[src/rtl/music_sequencer_pkg.sv]
// rtl/music_sequencer_pkg.sv - shared types, note constants and pitch helpers for music_sequencer
//
// Purpose: sequencer state encoding, special note byte values, the semitone
//          divider table and the octave/note split of a 6-bit pitch.
// Ports:   none (package)
package music_sequencer_pkg;

    typedef enum logic [1:0] {
        ST_IDLE  = 2'd0,
        ST_FETCH = 2'd1,
        ST_LATCH = 2'd2,
        ST_PLAY  = 2'd3
    } seq_state_t;

    localparam logic [7:0] NOTE_REST = 8'h00;
    localparam logic [7:0] NOTE_END  = 8'hFF;

    // Semitone divider, A..G#, lowest octave.
    function automatic logic [8:0] note_divider(input logic [3:0] note);
        case (note)
            4'd0:    return 9'd511;
            4'd1:    return 9'd482;
            4'd2:    return 9'd455;
            4'd3:    return 9'd430;
            4'd4:    return 9'd405;
            4'd5:    return 9'd383;
            4'd6:    return 9'd361;
            4'd7:    return 9'd341;
            4'd8:    return 9'd322;
            4'd9:    return 9'd303;
            4'd10:   return 9'd286;
            4'd11:   return 9'd270;
            default: return 9'd0;
        endcase
    endfunction

    // Split a 6-bit pitch into {octave[2:0], note[3:0]}.
    function automatic logic [6:0] divide_by12(input logic [5:0] pitch);
        return {3'(pitch / 6'd12), 4'(pitch % 6'd12)};
    endfunction

endpackage

[src/rtl/music_sequencer_voice.sv]
// rtl/music_sequencer_voice.sv - one square-wave voice driven by a note byte
//
// Purpose: note/octave counters and speaker toggle for a single channel.
// Ports:   clk, reset      clock, asynchronous active-high reset
//          note_byte       current note (8'h00 = rest, bits [7:6] ignored for pitch)
//          enable          counters run (sequencer in PLAY)
//          gate_open       articulation gap over; toggling allowed
//          sync_clear      zero the pitch counters, speaker holds its level
//          kill            force speaker and counters to 0 (idle/stop)
//          speaker         square-wave output
module music_sequencer_voice
    import music_sequencer_pkg::*;
(
    input  logic       clk,
    input  logic       reset,
    input  logic [7:0] note_byte,
    input  logic       enable,
    input  logic       gate_open,
    input  logic       sync_clear,
    input  logic       kill,
    output logic       speaker
);

    logic [6:0] oct_note;
    logic [8:0] divider;
    logic [7:0] oct_reload;
    logic [8:0] cnt_note;
    logic [7:0] cnt_oct;

    assign oct_note   = divide_by12(note_byte[5:0]);
    assign divider    = note_divider(oct_note[3:0]);
    assign oct_reload = 8'hFF >> oct_note[6:4];

    always_ff @(posedge clk or posedge reset) begin
        if (reset) begin
            cnt_note <= '0;
            cnt_oct  <= '0;
            speaker  <= 1'b0;
        end else if (kill) begin
            cnt_note <= '0;
            cnt_oct  <= '0;
            speaker  <= 1'b0;
        end else if (sync_clear) begin
            cnt_note <= '0;
            cnt_oct  <= '0;
        end else if (enable) begin
            cnt_note <= (cnt_note == 9'd0) ? divider : cnt_note - 9'd1;
            if (cnt_note == 9'd0)
                cnt_oct <= (cnt_oct == 8'd0) ? oct_reload : cnt_oct - 8'd1;
            // Counters keep running through the gap so the pitch phase is
            // anchored to the start of the step, not to the end of the gap.
            if (!gate_open || note_byte == NOTE_REST)
                speaker <= 1'b0;
            else if (cnt_note == 9'd0 && cnt_oct == 8'd0)
                speaker <= ~speaker;
        end
    end

endmodule

[src/rtl/music_sequencer.sv]
// rtl/music_sequencer.sv - polyphonic note-ROM sequencer driving square-wave speakers
//
// Purpose: steps through an external note ROM, one word per step, and plays
//          CHANNELS voices with start/stop, loop and end-of-song handling.
// Ports:   clk, reset      clock, asynchronous active-high reset
//          start, stop     1-cycle control strobes (stop wins)
//          loop_en         restart at address 0 on the end marker
//          rom_addr/rom_rd ROM read request; rom_data valid one cycle after rom_rd
//          speaker         one square wave per channel
//          busy            not idle
//          done            1-cycle pulse when a non-looping song ends
module music_sequencer
    import music_sequencer_pkg::*;
#(
    parameter int CHANNELS   = 2,
    parameter int ADDR_W     = 8,
    parameter int STEP_TICKS = 4194304,
    parameter int GAP_TICKS  = 262144
) (
    input  logic                  clk,
    input  logic                  reset,
    input  logic                  start,
    input  logic                  stop,
    input  logic                  loop_en,
    output logic [ADDR_W-1:0]     rom_addr,
    output logic                  rom_rd,
    input  logic [8*CHANNELS-1:0] rom_data,
    output logic [CHANNELS-1:0]   speaker,
    output logic                  busy,
    output logic                  done
);

    localparam int STEP_W = $clog2(STEP_TICKS + 1);

    seq_state_t              state;
    logic [STEP_W-1:0]       step_cnt;
    logic [8*CHANNELS-1:0]   note_q;
    logic                    end_marker;
    logic                    loop_back;
    logic                    voice_kill;

    assign end_marker = (rom_data[7:0] == NOTE_END);
    // An end marker at address 0 means an empty song: never loop on it.
    assign loop_back  = loop_en && (rom_addr != '0);
    // Silence the voices on the same edge the sequencer drops to IDLE.
    assign voice_kill = stop || (state == ST_IDLE) ||
                        (state == ST_LATCH && end_marker && !loop_back);

    always_ff @(posedge clk or posedge reset) begin
        if (reset) begin
            state    <= ST_IDLE;
            rom_addr <= '0;
            rom_rd   <= 1'b0;
            busy     <= 1'b0;
            done     <= 1'b0;
            step_cnt <= '0;
            note_q   <= '0;
        end else begin
            done   <= 1'b0;
            rom_rd <= 1'b0;
            if (stop) begin
                state    <= ST_IDLE;
                busy     <= 1'b0;
                rom_addr <= '0;
                step_cnt <= '0;
            end else begin
                case (state)
                    ST_IDLE: begin
                        if (start) begin
                            state    <= ST_FETCH;
                            rom_rd   <= 1'b1;
                            busy     <= 1'b1;
                            rom_addr <= '0;
                            step_cnt <= '0;
                        end
                    end
                    ST_FETCH: state <= ST_LATCH;
                    ST_LATCH: begin
                        if (end_marker) begin
                            rom_addr <= '0;
                            if (loop_back) begin
                                state  <= ST_FETCH;
                                rom_rd <= 1'b1;
                            end else begin
                                state <= ST_IDLE;
                                busy  <= 1'b0;
                                done  <= 1'b1;
                            end
                        end else begin
                            note_q   <= rom_data;
                            step_cnt <= '0;
                            state    <= ST_PLAY;
                        end
                    end
                    ST_PLAY: begin
                        if (step_cnt == STEP_W'(STEP_TICKS - 1)) begin
                            step_cnt <= '0;
                            rom_addr <= rom_addr + ADDR_W'(1);
                            rom_rd   <= 1'b1;
                            state    <= ST_FETCH;
                        end else begin
                            step_cnt <= step_cnt + STEP_W'(1);
                        end
                    end
                    default: state <= ST_IDLE;
                endcase
            end
        end
    end

    for (genvar i = 0; i < CHANNELS; i++) begin : g_voice
        music_sequencer_voice u_voice (
            .clk        (clk),
            .reset      (reset),
            .note_byte  (note_q[8*i +: 8]),
            .enable     (state == ST_PLAY),
            .gate_open  (step_cnt >= STEP_W'(GAP_TICKS)),
            .sync_clear (state == ST_LATCH),
            .kill       (voice_kill),
            .speaker    (speaker[i])
        );
    end

endmodule

[config.mk]
export PLATFORM = sky130hd
export DESIGN_NAME = music_sequencer
export DESIGN_NICKNAME = d
export VERILOG_FILES = /design/src/rtl/music_sequencer_pkg.sv /design/src/rtl/music_sequencer_voice.sv /design/src/rtl/music_sequencer.sv
export SDC_FILE = /design/constraint.sdc
export NUM_CORES = 1
export LEC_CHECK = 0
export ABC_CLOCK_PERIOD_IN_PS = 2500
export CORE_AREA = 3 3 129 144
export DETAILED_ROUTE_END_ITERATION = 16
export DIE_AREA = 0 0 132 147
export GPL_ROUTABILITY_DRIVEN = 1
export GPL_TIMING_DRIVEN = 0
export HOLD_SLACK_MARGIN = 0.08
export SYNTH_ARGS = -nofsm -noshare
export SYNTH_HDL_FRONTEND = slang
export SYNTH_SLANG_ARGS = --single-unit
[constraint.sdc]
create_clock -name clk -period 2.5 [get_ports clk]
set_input_delay 0.375 -clock clk [delete_from_list [all_inputs] [get_ports clk]]
set_output_delay 0.375 -clock clk [all_outputs]
set_load 0.01 [all_outputs]
# Yosys cells after proc, flatten, opt, wreduce, memory -nomap -nowiden
# Memory sizes are Yosys's and may differ from the RTL's.
# Index checks and enable logic that the tools add are counted.
[totals]
regBits = 88
rom_bits = 288
input_bits = 21
word_cells = 138
n_memories = 2
[classes]
n_addsub = 6
div = 4
order_cmp = 1
n_eq_ne = 11
n_shift = 2
mux = 59
bitwise = 4
reduce_logical = 36
[memory_table]
columns = ["name", "depth", "word_bits", "rd", "rd_clocked_by_memory_dff", "write_ports", "line_no", "source"]
rows = [
  ["(no name shown)", 16, 9, 1, 0, 0, "music_sequencer_pkg.sv:20", "case (note)"],
  ["(no name shown)", 16, 9, 1, 0, 0, "music_sequencer_pkg.sv:20", ""],
]
[ops]
columns = ["op", "n"]
rows = [
  ["2-to-1 mux 8 bit", 14],
  ["2-to-1 mux 23 bit", 4],
  ["2-to-1 mux 9 bit", 8],
  ["case mux 23 bit (3 select lines)", 1],
  ["logical NOT 8 bit", 4],
  ["2-to-1 mux 1 bit", 24],
  ["case mux 8 bit (3 select lines)", 1],
  ["adder 23 x 1 -> 23 bit (second input constant)", 1],
  ["equality test 23 x 22 -> 1 bit (second input constant)", 1],
  [">= comparator 23 x 19 -> 1 bit (second input constant)", 1],
  ["logical NOT 9 bit", 2],
  ["nonzero test 3 bit", 6],
  ["subtractor 9 x 1 -> 9 bit (second input constant)", 2],
  ["right shift 8 x 3 -> 8 bit (first input constant)", 2],
  ["subtractor 8 x 1 -> 8 bit (second input constant)", 2],
  ["inequality test 3 bit (second input constant)", 5],
  ["divider 6 x 4 -> 6 bit (second input constant)", 2],
  ["remainder unit 6 x 4 -> 6 bit (second input constant)", 2],
  ["AND reduction 3 bit", 4],
  ["adder 8 x 1 -> 8 bit (second input constant)", 1],
  ["equality test 8 bit (second input constant)", 1],
  ["2-to-1 mux 2 bit", 4],
  ["case mux 2 bit (4 select lines)", 1],
  ["AND reduction 4 bit", 2],
  ["14 further kinds", 28],
]

# Logic depth before layout (Yosys ltp)
# Gate-level depths: netlist of run 1.
[logic_depth]
depth_word = 7
mapped_depth = 9
mapped_depth_nobuf = 8

# By module
# A second synthesis of run 1 with hierarchy kept.
[unflattened]
cells_unflattened = 765
area_unflattened_um2 = 6685.2
[by_module_without_submodules]
columns = ["module", "instances", "cells_each", "area_each_um2"]
rows = [
  ["music_sequencer", 1, 275, 2816.5],
  ["music_sequencer_voice (g_voice[1].u_voice)", 1, 258, 1975.6],
  ["music_sequencer_voice (g_voice[0].u_voice)", 1, 232, 1893.1],
]

# Worst setup path before layout of run 1
# Ideal clock, no wire load.
[synth_path]
path_kind = "register to register"
start = "register state[0]"
end = "register g_voice[0].u_voice.cnt_note[3]"
setup_ps = 137
arrival_ps = 2031
t_required_ps = 2363
setup_slack_ps = 332
stages_incl_launch_ff = 8
path_buffers = 2
cell_sequence = "dfrtp_1 > ha_1 > clkbuf_1 > nor3b_1 > nor2_1 > nand2_1 > clkbuf_1 > o211ai_1"
[synth_between]
elab_chain_len = 5
[synth_lines]
columns = ["item", "line_no", "source"]
rows = [
  ["start, declared", "music_sequencer.sv:35", "seq_state_t state;"],
  ["start signal, assigned", "music_sequencer.sv:51", "state <= ST_IDLE;"],
  ["start signal, assigned", "music_sequencer.sv:62", "state <= ST_IDLE;"],
  ["start signal, assigned", "music_sequencer.sv:70", "state <= ST_FETCH;"],
  ["equality test 2 bit", "music_sequencer.sv:47, music_sequencer.sv:118", ""],
  ["logical AND 1 bit (2 in a row)", "music_sequencer.sv:47", "(state == ST_LATCH && end_marker && !loop_back);"],
  ["logical OR 1 bit", "music_sequencer.sv:46", "assign voice_kill = stop || (state == ST_IDLE) ||"],
  ["nonzero test 3 bit (no line) / 2-to-1 mux 9 bit (equally long branches)", "--", ""],
  ["end signal, assigned", "music_sequencer_voice.sv:47", "cnt_note <= (cnt_note == 9'd0) ? divider : cnt_note - 9'd1;"],
  ["end, declared", "music_sequencer_voice.sv:27", "logic [8:0] cnt_note;"],
]
# Several ways; a longest one is shown, not always the timed one.
# A chain may end at the register's enable or synchronous reset.

# Final worst setup path of run 1
[layout_path]
start = "register state[0]"
end = "register step_cnt[10]"
[layout_between]
elab_chain_len = 3
[layout_lines]
columns = ["item", "line_no", "source"]
rows = [
  ["equality test 2 bit / logical NOT 2 bit (equally long branches)", "music_sequencer.sv:67", "case (state)"],
  ["inequality test 3 bit (no line) (tied with other cells)", "--", ""],
  ["AND reduction 3 bit (no line) / 2-to-1 mux 23 bit (equally long branches)", "--", ""],
  ["end signal, assigned", "music_sequencer.sv:102", "step_cnt <= step_cnt + STEP_W'(1);"],
  ["end, declared", "music_sequencer.sv:36", "logic [STEP_W-1:0] step_cnt;"],
]
# Several ways; a longest one is shown, not always the timed one.

==> flow_summary.yaml, run 1 <==
run_status:
  status: "finished clean"
power_and_ir_drop:
  swShare_pct: 48.2
  pwr-share-comb_pct: 58.3
  switching_power_mw: 4.11
  p_int_mw: 4.41
  clkPwrFrac_pct: 16.9
  leakage_nw: 2.89
  pwr-share-seq_pct: 24.8
  worst_ir_drop_vdd_mv: 0.448
  power.density_mw_per_mm2: 1210
routing:
  wirelength_met1_um: 7590
  drt-vias-per-instance: 5.52
  met2_length_um: 7370
  met3WireLength_um: 682
  post_drt_wl_per_cell_um: 15.5
  ant_nets: 0
  highest-signal-layer: "met4"
  firstDrtPassIters: 4
  drt_iter0_drc: 318
  totalWireLength_um: 16000
  vias: 5705
  drc: 0
floorplanning:
  row_count: 50
  die_h_um: 147
  pin_count: 34
  core-area_mm2: 0.0171
  dieWidth_um: 132
  die-area_mm2: 0.0194
  initial_core_util_pct: 35.1
synth:
  synth_common_cells: "97 x nand2_1, 92 x o21ai_0, 88 x dfrtp_1"
  synth_top_flop_cell: "dfrtp_1"
  synth_edf_count: 0
  yosysTopAreaCell: "dfrtp_1"
  synth.top_cell.area_share_pct: 36.8
  yosysMostFrequentCell: "nand2_1"
  syn_nets: 793
  yosysSeqAreaShare_pct: 36.8
  synth.distinct_cells: 66
  syn_avg_cell_area_um2: 8.00
  yosys-top-cells-area: "dfrtp_1 37%, o21ai_0 7.7%, nand2_1 6.1%"
  ys_warn_count: 0
  async_flop_share_pct: 100
  syn_area_mm2: 0.00599
  synthCells: 748
  ys_seq_elements: 88
timing:
  hold_violations: 0
  worstMarginPinSlew_ps: 668
  layout_worst_path_cycle_share_pct: 93.7
  drv_slew: 0
  maxSlewHeadroom_pct: 55.1
  worst_slack_ps: 158
  fin_hold_ws_ps: 363
  setup_viol: 0
  fin_crit_ps: 2340
  grt_setup_unrepaired: "true"
  fmax_mhz: 427
  finalClockSkew_ps: 6.88
global_routing:
  grt_pass1_wl_um: 27000
  antenna_found_initial: 0
  grt_max_degree: 39
  grt_pass1_vias: 5235
  grt_overflow_total: 0
  gr-usage-all-layers_pct: 16.7
final_layout:
  layout-drive-gt1-share_pct: 7.51
  fin_util_pct: 41.3
  final_area_mm2: 0.00706
  n_antenna_cell: 0
  final_nets: 839
  area_growth_pct: 17.9
  nFillCells: 1714
  stdcell_count: 1033
clocking:
  postCtsHoldBufs: 0
  clk_pin_slew_ps: 70
  clock-root-buffer: "clkbuf_16"
  cts_tree: "built"
  cts_sinks: 88
  ctsHtreeMaxLevel: 3
  numCtsBuffers: 9
  insertion_delay_ps: 360
  clockBufferDepth: 2
setup_path:
  path_max_fanout: 10
  r2r-start: "state[0]$_DFFE_PP0P_"
  r2r-end: "step_cnt[10]$_DFFE_PP0P_"
  cp.required_ps: 2750
  worst-endpoint-arrival_ps: 2590
  cp-startpoint: "state[0]$_DFFE_PP0P_"
  regToRegSetupSlack_ps: 160
  end_kind: "flop"
  startpoint_type: "flop"
  crit_type: "flop to flop"
  critPathCapture: "step_cnt[10]$_DFFE_PP0P_"
  r2r_cells: 9
placed_design:
  hpwl_um: 11700
  placed_cell_area_mm2: 0.00665
  dp_worst_setup_slack_ps: -860
  place_inst: 1017
  place_congestion: 0.861
  portBuffers: 33
run:
  drv_cap: 0
worst_hold_path:
  hp-class: "input pin to asynchronous set/reset pin"
-- sequential cells by signal, indices dropped and copies added (netlist names) --
name / cells
step_cnt: 23
g_voice.u_voice.cnt_note: 18
g_voice.u_voice.cnt_oct: 16
note_q: 16
rom_addr: 8
g_voice.u_voice.speaker: 2
state: 2
busy: 1
done: 1
rom_rd: 1
-- worst max-delay path: stages (launching register included) --
cell	delay (ps)
dfrtp_1	440
inv_1	180
ha_4	210
inv_1	90
or3_1	450
a21oi_4	220
clkbuf_4	240
clkbuf_4	220
o21ai_0	110
o41ai_1	70
-- how the worst min path moves through the flow --
stage                                     endpoint              startpoint  depth (start not counted)
final                     step_cnt[11]$_DFFE_PP0P_                   reset                          2
after global routing      step_cnt[17]$_DFFE_PP0P_                   reset                          2
after CTS                 step_cnt[11]$_DFFE_PP0P_                   reset                          2
after detailed placement    note_q[15]$_DFFE_PP0P_  note_q[15]$_DFFE_PP0P_                          2
after global placement      note_q[15]$_DFFE_PP0P_  note_q[15]$_DFFE_PP0P_                          2
after floorplan             note_q[15]$_DFFE_PP0P_  note_q[15]$_DFFE_PP0P_                          2
-- layout make-up --
| type | instances | area [um2] | area share (%) |
|---|---|---|---|
| Buffer | 38 | 169 | 2.39 |
| Clock buffer | 9 | 225 | 3.19 |
| Clock inverter | 7 | 83.8 | 1.19 |
| Inverter | 34 | 131 | 1.86 |
| Multi-Input combinational cell | 587 | 3580 | 50.7 |
| Sequential cell | 88 | 2200 | 31.2 |
| Tap cell | 234 | 293 | 4.15 |
| Timing Repair Buffer | 36 | 378 | 5.35 |
-- per-layer routing --
metal	vias up	track usage, %
li1	2833	-
met1	2727	23.0
met2	126	26.5
met3	19	3.25
met4	0	5.51
met5	-	0
-- timing repair --
action                     in CTS  in global routing
setup endpoints to repair      51                 54
hold endpoints to repair        0                  0
buffers inserted                0                  1
pin swaps                       0                  1
gates cloned                    0                  0
gates resized for setup        14                 16
-- power by group through the flow --
stage / Clock [mW] / Sequential [mW] / Combinational (mW)
after detailed placement: 0 / 2.12 / 4.82
after global routing: 1.54 / 2.17 / 5.57
after global placement: 0 / 2.12 / 4.81
after CTS: 1.48 / 2.10 / 4.88
final: 1.44 / 2.11 / 4.97
after floorplan: 0 / 2.04 / 3.70
-- through the flow --
step           setup TNS (ps)  total power [mW]
2_1_floorplan               0              5.74
3_3_place_gp           -26700              6.93
3_5_place_dp           -25890              6.94
4_1_cts                     0              8.46
5_1_grt                 -38.7              9.28
6_report                    0              8.52
-- kinds of logic (layout without fill, tap and decap cells) --
| kind of cell | Yosys count | count (layout) | share of synthesized area (%) |
|---|---|---|---|
| multiplexers | 10 | 10 | 1.73 |
| AO/OA/AOI/OAI | 243 | 243 | 25.5 |
| XOR/XNOR | 12 | 12 | 1.76 |
| AND/OR/NAND/NOR | 298 | 298 | 24.5 |
| adder cells (fa/ha/maj) | 24 | 24 | 5.02 |
| buffers and inverters | 73 | 124 | 4.81 |
| flip-flops | 88 | 88 | 36.8 |
-- placed cells by master, fill, tap and decap left out, types with 9 or more instances in the layout --
cell type	instances
a21oi_1	45
inv_1	32
clkbuf_16	9
clkbuf_1	25
clkdlybuf4s50_1	33
o21ai_0	92
ha_1	21
or3_1	10
nor4_1	9
o31ai_1	15
a31oi_1	9
nand3_1	27
o211ai_1	12
nor3_1	36
nor2_1	55
a211oi_1	10
nand2b_1	11
dfrtp_1	88
nand2_1	97
Note: power is estimated with default switching activity, not from simulation.
==> run 2, diff against run 1 <==
Settings changed: SLEW_MARGIN from default to 25.
==> run 2 against run 1 <==
Against the previous run:
- final cell count unchanged
- largest cell class unchanged
- sequential share of layout area increased by 0.072 points
- sequential cell count did not move
- design area fell by 0.23%
- first-iteration DRC count grew 9.7%
- routed wire length rose by 0.77%
- hold slack worse by 40 ps
- clock-buffer cell count unchanged
- worst setup slack worse by 4.9 ps
- global-route usage barely moved
==> flow_summary.yaml, run 2 (same netlist as run 1, synthesis figures left out) <==
routing:
  vias: 5767
  ant_nets: 0
  drc: 0
  drt-vias-per-instance: 5.58
  post_drt_wl_per_cell_um: 15.6
  totalWireLength_um: 16100
  drt_iter0_drc: 349
  firstDrtPassIters: 5
setup_path:
  end_kind: "flop"
  crit_type: "flop to flop"
  cp.required_ps: 2730
  cp-startpoint: "state[0]$_DFFE_PP0P_"
  path_max_fanout: 10
  r2r-start: "state[0]$_DFFE_PP0P_"
  startpoint_type: "flop"
  worst-endpoint-arrival_ps: 2580
  regToRegSetupSlack_ps: 150
power_and_ir_drop:
  finalPower_mw: 8.43
  power.density_mw_per_mm2: 1200
  leakage_nw: 2.88
  worst_ir_drop_vdd_mv: 0.366
timing:
  worstMarginPinSlew_ps: 677
  layout_worst_path_cycle_share_pct: 93.9
  fmax_mhz: 426
  maxSlewHeadroom_pct: 54.4
  worst_slack_ps: 154
  finalClockSkew_ps: 12.1
  setup_viol: 0
  hold_violations: 0
  drv_slew: 0
  setup_tns_ps: 0
  fin_crit_ps: 2350
final_layout:
  final_nets: 839
  top_regs: "step_cnt: 23 flops, g_voice.u_voice.cnt_note: 18 flops"
  top_register: "step_cnt"
  final_cell_mix: "97 x nand2_1, 92 x o21ai_0, 88 x dfrtp_1, 55 x nor2_1, 46 x a21oi_1"
  area_growth_pct: 17.6
  fin_util_pct: 41.2
  layout_commonest_cell: "nand2_1"
  largest_reg_flops: 23
  n_antenna_cell: 0
  stdcell_count: 1033
  layout-drive-gt1-share_pct: 7.38
global_routing:
  antenna_found_initial: 0
  grt_overflow_total: 0
  gr-usage-all-layers_pct: 16.7
  grt_pass1_vias: 5202
  grt_max_degree: 30
  grt_pass1_wl_um: 27000
floorplanning:
  core-area_mm2: 0.0171
  row_count: 50
  initial_core_util_pct: 35.1
  die_h_um: 147
  dieWidth_um: 132
  pin_count: 34
  die-area_mm2: 0.0194
clocking:
  clockBufferDepth: 2
  cts_tree: "built"
  clock-root-buffer: "clkbuf_16"
  numCtsBuffers: 9
  ctsHtreeMaxLevel: 3
  insertion_delay_ps: 350
  clk_pin_slew_ps: 70
  cts_sinks: 88
placed_design:
  place_congestion: 0.861
  portBuffers: 33
  dp_worst_setup_slack_ps: -535
  hpwl_um: 11800
  place_inst: 1018
run_status:
  status: "finished clean"
run:
  drv_cap: 0
worst_hold_path:
  hp-class: "input pin to asynchronous set/reset pin"
## run 2: layout make-up
| type | count | area [um2] |
|---|---|---|
| fill | 1740 | 10000 |
| multi-input combinational | 587 | 3570 |
| sequential | 88 | 2200 |
| timing repair buffer | 36 | 390 |
| tap | 234 | 293 |
| clock buffer | 9 | 225 |
| buffer | 38 | 169 |
| inverter | 34 | 131 |
| clock inverter | 7 | 58.8 |
## run 2: critical path, stage by stage (launching register included)
cell      delay, ps
dfrtp_1         450
inv_1           180
ha_4            210
inv_1            80
or3_1           430
a21oi_2         250
buf_4           220
clkbuf_4        220
o21ai_0         110
o41ai_1          70
## run 2: what timing repair did
item                       CTS  global route
resized for setup           12            18
setup endpoints to repair   48            56
pin swaps                    0             0
buffers inserted             0             0
hold endpoints to repair     0             0
hold buffers                 0             0
## run 2: power breakdown
part	switching (mW)	total, mW	internal, mW
registers	0.340	2.11	1.77
logic	3.15	4.99	1.84
clock network	0.635	1.33	0.693
## run 2: worst paths after layout
path	endpoint	depth (start not counted)
setup reg to reg	step_cnt[10]$_DFFE_PP0P_	9
hold reg to reg	note_q[15]$_DFFE_PP0P_	2
max in group asynchronous	g_voice[0].u_voice.cnt_note[6]$_DFFE_PP0P_	4
min in group clk	note_q[15]$_DFFE_PP0P_	2
setup / recovery	step_cnt[10]$_DFFE_PP0P_	9
hold / removal	step_cnt[16]$_DFFE_PP0P_	2
## run 2: metrics by stage
| stage | cell area, um2 | hold slack (ps) |
|---|---|---|
| 2_1_floorplan | 5990 | 438 |
| 3_3_place_gp | 6610 | 460 |
| 3_5_place_dp | 6680 | 458 |
| 4_1_cts | 7000 | 322 |
| 5_1_grt | 7040 | 332 |
| 6_report | 7040 | 323 |
## run 2: layer usage
layer | routed length (um) | up-vias | global-route usage, % | part of all wire (%)
met1 | 7730 | 2822 | 23.3 | 48
met5 | 0 | - | 0 | 0
met4 | 219 | 0 | 5.09 | 1.4
met3 | 470 | 16 | 2.19 | 2.9
met2 | 7710 | 110 | 27.0 | 48
li1 | - | 2819 | - | -
